<file path="src/rtl/hazard_pkg.sv">
// Shared constants for the hazard controller: FSM encoding, default
// register-specifier width and the performance-counter width.
package hazard_pkg;
  localparam int REG_W_DEF = 4;
  localparam int CNT_W     = 16;

  typedef enum logic [1:0] {
    ST_RUN   = 2'd0,
    ST_FLUSH = 2'd1,
    ST_HALT  = 2'd2,
    ST_BAD   = 2'd3
  } hz_state_e;
endpackage

</file>
<file path="src/rtl/hazard_ctrl_if.sv">
// Pipeline <-> hazard controller signal bundle.
// master: pipeline side (drives hazard sources, consumes controls).
// slave : hazard controller.
interface hazard_ctrl_if import hazard_pkg::*; #(
  parameter int REG_W = REG_W_DEF
);
  logic [REG_W-1:0] id_rs;
  logic [REG_W-1:0] id_rt;
  logic             id_uses_rt;
  logic             idex_memread;
  logic [REG_W-1:0] idex_rd;
  logic             br_taken;
  logic             mem_wait;
  logic             halt_req;
  logic             pc_en;
  logic             ifid_en;
  logic             ifid_flush;
  logic             idex_flush;
  logic             halted;
  logic [1:0]       state;

  modport master (
    output id_rs, id_rt, id_uses_rt, idex_memread, idex_rd, br_taken, mem_wait, halt_req,
    input  pc_en, ifid_en, ifid_flush, idex_flush, halted, state
  );

  modport slave (
    input  id_rs, id_rt, id_uses_rt, idex_memread, idex_rd, br_taken, mem_wait, halt_req,
    output pc_en, ifid_en, ifid_flush, idex_flush, halted, state
  );
endinterface

</file>
<file path="src/rtl/sat_cnt16.sv">
// Saturating event counter: synchronous clear wins over increment,
// sticks at all-ones instead of wrapping.
module sat_cnt16 import hazard_pkg::*; (
  input  logic             clk,
  input  logic             clr,
  input  logic             inc,
  output logic [CNT_W-1:0] cnt
);
  logic [CNT_W-1:0] cnt_q;

  // count up on inc until full, clear on clr
  always_ff @(posedge clk) begin
    if (clr)                       cnt_q <= '0;
    else if (inc && (cnt_q != '1)) cnt_q <= cnt_q + 1'b1;
  end

  assign cnt = cnt_q;
endmodule

</file>
<file path="src/rtl/hazard_ctrl.sv">
// Pipeline hazard controller: freeze on mem_wait, squash after taken
// branches, one-cycle load-use bubble, sticky HALT until reset.
// Optional build macro HAZARD_PERF_CNT_EN adds stall_cnt / flush_cnt.
module hazard_ctrl import hazard_pkg::*; #(
  parameter int REG_W    = REG_W_DEF,
  parameter int BR_FLUSH = 2
) (
  input  logic             clk,
  input  logic             rst,
  hazard_ctrl_if.slave     hz
`ifdef HAZARD_PERF_CNT_EN
  ,
  output logic [CNT_W-1:0] stall_cnt,
  output logic [CNT_W-1:0] flush_cnt
`endif
);
  localparam logic [REG_W-1:0] RD_ZERO      = '0;
  // count of flush cycles still owed after the branch cycle itself
  localparam logic [2:0]       FLUSH_RELOAD = 3'(BR_FLUSH - 1);

  hz_state_e  state_q, state_d;
  logic [2:0] cnt_q, cnt_d;
  logic       load_use;
  logic       pc_en, ifid_en, ifid_flush, idex_flush, halted;

  assign load_use = hz.idex_memread && (hz.idex_rd != RD_ZERO) &&
                    ((hz.idex_rd == hz.id_rs) || (hz.id_uses_rt && (hz.idex_rd == hz.id_rt)));

  // state and remaining-flush register
  always_ff @(posedge clk) begin
    if (rst) begin
      state_q <= ST_RUN;
      cnt_q   <= '0;
    end else begin
      state_q <= state_d;
      cnt_q   <= cnt_d;
    end
  end

  // next state: freeze > branch > flush countdown > halt
  always_comb begin
    state_d = state_q;
    cnt_d   = cnt_q;
    case (state_q)
      ST_RUN, ST_FLUSH: begin
        if (hz.mem_wait) begin
          state_d = state_q;
        end else if (hz.br_taken) begin
          if (BR_FLUSH == 1) begin
            state_d = ST_RUN;
            cnt_d   = '0;
          end else begin
            state_d = ST_FLUSH;
            cnt_d   = FLUSH_RELOAD;
          end
        end else if (state_q == ST_FLUSH) begin
          // halt_req is ignored here: that instruction is being squashed
          if (cnt_q <= 3'd1) begin
            state_d = ST_RUN;
            cnt_d   = '0;
          end else begin
            cnt_d   = cnt_q - 3'd1;
          end
        end else if (hz.halt_req) begin
          state_d = ST_HALT;
        end
      end
      ST_HALT: state_d = ST_HALT;
      default: begin
        state_d = ST_RUN;
        cnt_d   = '0;
      end
    endcase
  end

  // pipeline controls, combinational from state and inputs
  always_comb begin
    pc_en      = 1'b1;
    ifid_en    = 1'b1;
    ifid_flush = 1'b0;
    idex_flush = 1'b0;
    halted     = 1'b0;
    if (rst) begin
      ifid_flush = 1'b1;
      idex_flush = 1'b1;
    end else begin
      case (state_q)
        ST_HALT: begin
          pc_en   = 1'b0;
          ifid_en = 1'b0;
          halted  = 1'b1;
        end
        ST_RUN, ST_FLUSH: begin
          if (hz.mem_wait) begin
            pc_en   = 1'b0;
            ifid_en = 1'b0;
          end else if (hz.br_taken || (state_q == ST_FLUSH)) begin
            ifid_flush = 1'b1;
            idex_flush = 1'b1;
          end else if (!hz.halt_req && load_use) begin
            pc_en      = 1'b0;
            ifid_en    = 1'b0;
            idex_flush = 1'b1;
          end
        end
        default: ;
      endcase
    end
  end

  assign hz.pc_en      = pc_en;
  assign hz.ifid_en    = ifid_en;
  assign hz.ifid_flush = ifid_flush;
  assign hz.idex_flush = idex_flush;
  assign hz.halted     = halted;
  assign hz.state      = state_q;

`ifdef HAZARD_PERF_CNT_EN
  logic active, stall_inc, flush_inc;

  assign active    = (state_q == ST_RUN) || (state_q == ST_FLUSH);
  assign stall_inc = !rst && !pc_en && (state_q != ST_HALT);
  assign flush_inc = !rst && active && !hz.mem_wait && hz.br_taken;

  sat_cnt16 u_stall_cnt (.clk(clk), .clr(rst), .inc(stall_inc), .cnt(stall_cnt));
  sat_cnt16 u_flush_cnt (.clk(clk), .clr(rst), .inc(flush_inc), .cnt(flush_cnt));
`endif
endmodule

</file>
<file path="src/flat_wrapper.sv">
// flat-port wrapper written by rule: the top's interface ports become plain ports
module hazard_ctrl_flat import hazard_pkg::*;
#(
  parameter int REG_W    = REG_W_DEF,
  parameter int BR_FLUSH = 2
)
  (clk, rst, hz_id_rs, hz_id_rt, hz_id_uses_rt, hz_idex_memread, hz_idex_rd, hz_br_taken, hz_mem_wait, hz_halt_req, hz_pc_en, hz_ifid_en, hz_ifid_flush, hz_idex_flush, hz_halted, hz_state);
  hazard_ctrl_if #(.REG_W(REG_W)) hz_i ();
  input  logic clk;
  input  logic rst;
  input wire logic [$bits(hz_i.id_rs)-1:0] hz_id_rs;
  input wire logic [$bits(hz_i.id_rt)-1:0] hz_id_rt;
  input wire logic [$bits(hz_i.id_uses_rt)-1:0] hz_id_uses_rt;
  input wire logic [$bits(hz_i.idex_memread)-1:0] hz_idex_memread;
  input wire logic [$bits(hz_i.idex_rd)-1:0] hz_idex_rd;
  input wire logic [$bits(hz_i.br_taken)-1:0] hz_br_taken;
  input wire logic [$bits(hz_i.mem_wait)-1:0] hz_mem_wait;
  input wire logic [$bits(hz_i.halt_req)-1:0] hz_halt_req;
  output wire logic [$bits(hz_i.pc_en)-1:0] hz_pc_en;
  output wire logic [$bits(hz_i.ifid_en)-1:0] hz_ifid_en;
  output wire logic [$bits(hz_i.ifid_flush)-1:0] hz_ifid_flush;
  output wire logic [$bits(hz_i.idex_flush)-1:0] hz_idex_flush;
  output wire logic [$bits(hz_i.halted)-1:0] hz_halted;
  output wire logic [$bits(hz_i.state)-1:0] hz_state;
  assign hz_i.id_rs = hz_id_rs;
  assign hz_i.id_rt = hz_id_rt;
  assign hz_i.id_uses_rt = hz_id_uses_rt;
  assign hz_i.idex_memread = hz_idex_memread;
  assign hz_i.idex_rd = hz_idex_rd;
  assign hz_i.br_taken = hz_br_taken;
  assign hz_i.mem_wait = hz_mem_wait;
  assign hz_i.halt_req = hz_halt_req;
  assign hz_pc_en = hz_i.pc_en;
  assign hz_ifid_en = hz_i.ifid_en;
  assign hz_ifid_flush = hz_i.ifid_flush;
  assign hz_idex_flush = hz_i.idex_flush;
  assign hz_halted = hz_i.halted;
  assign hz_state = hz_i.state;
  hazard_ctrl #(.REG_W(REG_W), .BR_FLUSH(BR_FLUSH)) u_core (.clk(clk), .rst(rst), .hz(hz_i));
endmodule
</file>
<file path="config.mk">
export PLATFORM = sky130hd
export DESIGN_NAME = hazard_ctrl_flat
export DESIGN_NICKNAME = d
export VERILOG_FILES = /design/src/rtl/hazard_pkg.sv /design/src/rtl/hazard_ctrl_if.sv /design/src/rtl/sat_cnt16.sv /design/src/rtl/hazard_ctrl.sv /design/src/flat_wrapper.sv
export SDC_FILE = /design/constraint.sdc
export NUM_CORES = 1
export LEC_CHECK = 0
export CAP_MARGIN = 25
export CORE_AREA = 2 2 39 41
export DETAILED_ROUTE_END_ITERATION = 10
export DIE_AREA = 0 0 41 43
export PLACE_DENSITY = 0.8
export SLEW_MARGIN = 20
export SYNTH_ARGS = -nofsm -noshare
export SYNTH_HDL_FRONTEND = slang
export SYNTH_SLANG_ARGS = --single-unit
</file>
<file path="constraint.sdc">
create_clock -name clk -period 1.6 [get_ports clk]
set_input_delay 0.16 -clock clk [delete_from_list [all_inputs] [get_ports clk]]
set_output_delay 0.16 -clock clk [all_outputs]
set_load 0.02 [all_outputs]
</file>
# After elaboration in Yosys (flattened, before gate mapping)

Index checks and enable logic that the tools add are counted.

Bits of input ports: 19
Bits in registers: 5
Logic and storage cells: 52

Equality and inequality tests: 8
Magnitude comparators: 1
Multiplexer cells: 27
Bitwise logic cells: 1
Reduce and logical (&&, ||, !) cells: 12
$add $sub $neg: 1

Operators by type and width:

| operator            | number |
|---|---|
| $mux 1              | 15 |
| $mux 3              | 4 |
| $mux 2              | 5 |
| $eq 4x4->1          | 2 |
| $pmux 3 s2          | 1 |
| $reduce_and 3->1    | 2 |
| $logic_and 1x1->1   | 4 |
| $ne 4x3->1 const B  | 1 |
| $ne 4x4->1 const B  | 1 |
| $pmux 2 s2          | 1 |
| $reduce_bool 4->1   | 1 |
| $le 3x1->1 const B  | 1 |
| $ne 3x2->1 const B  | 1 |
| $sub 3x1->3 const B | 1 |
| $eq 2x1->1 const B  | 1 |
| $eq 2x2->1 const B  | 1 |
| $logic_not 2->1     | 1 |
| $logic_or 1x1->1    | 2 |
| $ne 2x2->1 const B  | 1 |
| $pmux 1 s2          | 1 |
| $reduce_or 2->1     | 1 |
| $logic_not 1->1     | 1 |
| $not 1->1           | 1 |

# Logic depth before layout (Yosys ltp)

Depth in word-level cells: 10
Mapped depth: 7
Mapped depth without buffers: 7

# Least setup slack after synthesis

Ideal clock, no wire load.

Path type: register to output
From: reg u_core.state_q[0] (netlist: u_core.hz.state[0])
To: out hz_pc_en
Arrival time: 1.505 ns
Path buffers: 2
Setup slack: -0.065 ns
Cell stages (with the launch flop): 6
Data required time: 1.440 ns
Path through: dfxtp_1 > clkbuf_1 > nand2b_1 > a21oi_1 > a21oi_1 > buf_4

Word-level cells in the longest chain between the ends: 6
Elaborated cells on any way between the ends: 9

RTL lines:

| element                | RTL line           | text |
|---|---|---|
| start, declared        | hazard_ctrl.sv:21  | `hz_state_e state_q, state_d;` |
| start signal, assigned | hazard_ctrl.sv:35  | `state_q <= state_d;` |
| $eq 2x1->1             | --                 |  |
| $logic_or 1x1->1       | hazard_ctrl.sv:97  | `end else if (hz.br_taken \|\| (state_q == ST_FLUSH)) begin` |
| $mux 1 (2 in a row)    | --                 |  |
| $pmux 1 s2 (*)         | --                 |  |
| $mux 1 (*)             | --                 |  |
| end, declared          | flat_wrapper.sv:19 | `output wire logic [$bits(hz_i.pc_en)-1:0] hz_pc_en;` |

Mark *: on every way between the ends. The rest lies on a longest branch, timed or not.

# Worst setup path in the final report

From: in hz_idex_rd[3]
To: out hz_ifid_en

Word-level cells in the longest chain between the ends: 10
Elaborated cells on any way between the ends: 13

RTL lines:

| element               | RTL line           | text |
|---|---|---|
| start, declared       | flat_wrapper.sv:15 | `input wire logic [$bits(hz_i.idex_rd)-1:0] hz_idex_rd;` |
| $eq 4x4->1            | hazard_ctrl.sv:27  | `((hz.idex_rd == hz.id_rs) \|\| (hz.id_uses_rt && (hz.idex_rd == hz.id_rt)));` |
| $logic_and 1x1->1     | hazard_ctrl.sv:27  |  |
| $logic_or 1x1->1      | hazard_ctrl.sv:27  |  |
| $logic_and 1x1->1 (*) | hazard_ctrl.sv:26  | `assign load_use = hz.idex_memread && (hz.idex_rd != RD_ZERO) &&` |
| $logic_and 1x1->1 (*) | hazard_ctrl.sv:100 | `end else if (!hz.halt_req && load_use) begin` |
| $mux 1 (*)            | hazard_ctrl.sv:100 |  |
| $mux 1 (*)            | hazard_ctrl.sv:97  |  |
| $mux 1 (*)            | hazard_ctrl.sv:94  | `if (hz.mem_wait) begin` |
| $pmux 1 s2 (*)        | hazard_ctrl.sv:87  | `case (state_q)` |
| $mux 1 (*)            | hazard_ctrl.sv:83  | `if (rst) begin` |
| end, declared         | flat_wrapper.sv:20 | `output wire logic [$bits(hz_i.ifid_en)-1:0] hz_ifid_en;` |

Marked as above.

==> flow_metrics.env <==
export IMPL_status="completed"
export IMPL_clk_pin_slew_ns=0.04
export IMPL_post_route_drc_count=0
export IMPL_area_growth_pct=82.7
export IMPL_grt_pass1_wl_um=1970
export IMPL_ys_seq_elements=5
export IMPL_synth_edf_count=0
export IMPL_die_width_um=41
export IMPL_synthArstFlopShare_pct=0
export IMPL_cp_data_arrival_time_ns=1.44
export IMPL_grtUsageMet3_pct=5.24
export IMPL_via_per_inst=4.95
export IMPL_detail_route_antenna_nets=0
export IMPL_placed_area_um2=783
export IMPL_globalplace_congestion=0.764
export IMPL_hp_class="reg -> reg"
export IMPL_fin_area_um2=807
export IMPL_yosysWarningCount=0
export IMPL_layout_cells_most_common="buf_4"
export IMPL_layout_common_cells="buf_4, xor2_1, clkdlybuf4s50_1, buf_6"
export IMPL_core_area_mm2=0.00138
export IMPL_postCtsSetupBuffers=0
export IMPL_ir_drop_uv=349
export IMPL_vias=550
export IMPL_dpl_hpwl_um=1140
export IMPL_instances_no_fill=111
export IMPL_globalRouteMet2Util_pct=31.6
export IMPL_dr_pass1_iters=4
export IMPL_drive_gt1_share_pct=32.6
export IMPL_slew_headroom_pct=74.9
export IMPL_hold_violations=0
export IMPL_io_buffers=25
export IMPL_grt_max_degree=8
export IMPL_finClkSkew_ns=0.00540
export IMPL_crit_path_start_kind="input port"
export IMPL_cts_buffer_depth=2
export IMPL_worstSetupEndpointType="output port"
export IMPL_cp_max_fo=3
export IMPL_n_antenna_cell=0
export IMPL_rsz0062_at_grt="true"
export IMPL_die_y_um=43
export IMPL_cts_root_buffer="clkbuf_4"
export IMPL_grt_use_total_pct=16.5
export IMPL_htree_levels=1
export IMPL_io_pins=26
export IMPL_synth_cells=58
export IMPL_clk_latency_ns=0.25
export IMPL_syn_area_um2=442
export IMPL_antenna_found_initial=0
export IMPL_dp_cells=107
export IMPL_synth_nets=79
export IMPL_die_area_mm2=0.00176
export IMPL_cap_violations=0
export IMPL_top_usage_layer="met2"
export IMPL_routedWlPerCell_um=12.3
export IMPL_rows=14
export IMPL_tightest_slew_ns=0.374
export IMPL_p_leak_nw=0.376
export IMPL_final_min_clock_period_ns=1.60
export IMPL_clock_sinks=5
export IMPL_yosysSeqAreaShare_pct=22.7
export IMPL_setup_violations=0
export IMPL_grt_overflow_total=0
export IMPL_cts_buffers=3
export IMPL_min_period_over_period_pct=99.7
export IMPL_grt_util_met1_pct=14.2
export IMPL_grt_pass1_vias=551
export IMPL_path_class="in -> out"
export IMPL_fmax_mhz=627
export IMPL_initial_core_util_pct=31.9
export IMPL_pwr_density_cell_mw_per_mm2=604
export IMPL_synthDistinctLibCells=23
export IMPL_cts_tree="done"
export IMPL_synth_main_ff_cell="dfxtp_1"
export IMPL_drtIter0Drc=7
export IMPL_slew_viol_final=0
export IMPL_nets=117
export IMPL_routed_wl_um=1360
export IMPL_cp_required_ns=1.44
export IMPL_syn_avg_cell_area_um2=7.62
flip-flops by register name, indices dropped and copies added (netlist names):
register	count
u_core.hz.state	2
u_core.cnt_q	3
cell usage after synthesis, types with 2 or more instances:
library cell  count  area share [%]
a211oi_1          2             3.4
a21oi_1           5             5.7
dfxtp_1           5              23
ha_1              2             5.7
inv_1             2             1.7
nand2_1           4             3.4
nand2b_1          5             7.1
nor2_1            5             4.2
nor3_1            4             4.5
nor4_1            2             2.8
o21ai_0           3             3.4
xor2_1            8              16
layer usage:
metal | vias to the layer above | share of wire, %
met4 | 0 | 1.0
met1 | 251 | 36
met2 | 23 | 52
li1 | 274 | -
met3 | 2 | 12
met5 | - | 0
critical path: stages:
cell and delay [ns]:
buf_8 0.10, xor2_1 0.15, nor4_1 0.27, a31oi_1 0.08
nor4b_2 0.31, buf_4 0.17, a21oi_4 0.05, buf_6 0.14
cells by family (layout without fill, tap and decap cells):
family / Yosys count / after routing / share of synthesized area, %
buf+inv: 5 / 42 / 5.10
compound gates: 15 / 15 / 21.8
simple gates: 22 / 22 / 26.9
fa+ha+maj: 2 / 2 / 5.66
flops: 5 / 5 / 22.7
xor+xnor: 9 / 9 / 17.8
area by class of cell:
class / instances / area (µm²)
Fill cell: 144 / 577
Tap cell: 16 / 20.0
Sequential cell: 5 / 100
Inverter: 2 / 7.51
Clock buffer: 4 / 26.3
Timing Repair Buffer: 36 / 323
Multi-Input combinational cell: 48 / 330
per-stage QoR:
step	hold slack (ns)	setup TNS, ns	utilization, %	setup WS, ns	power, mW
5_1_grt	0.527	-0.281	58.3	-0.119	0.519
3_3_place_gp	0.485	-2.36	56.6	-0.762	0.337
3_5_place_dp	0.496	-2.60	56.6	-0.822	0.342
4_1_cts	0.502	-0.0797	56.5	-0.0405	0.487
6_report	0.498	0	58.3	0.00489	0.488
2_1_floorplan	0.317	0	-	0.0938	0.234
repair_timing:
action / 4_1_cts / 5_1_grt
pin swaps: 13 / 4
resized for setup: 63 / 7
endpoints found under the setup margin: 4 / 4
hold buffers: 0 / 0
power by group:
part,total [mW],internal [mW],switching (mW)
Sequential,0.144,0.135,0.00880
Combinational,0.194,0.109,0.0851
Clock,0.150,0.0945,0.0554
path summary, 6_finish.rpt:
kind,from,end,slack [ns],cells past startpoint
setup / recovery,hz_idex_rd[3],hz_ifid_en,0.005,8
hold / removal,u_core.cnt_q[0],u_core.cnt_q[0],0.50,2
setup reg to reg,u_core.cnt_q[1],u_core.cnt_q[1],0.26,7
hold reg to reg,u_core.cnt_q[0],u_core.cnt_q[0],0.50,2
No activity file was read; power rests on OpenSTA's default activity.
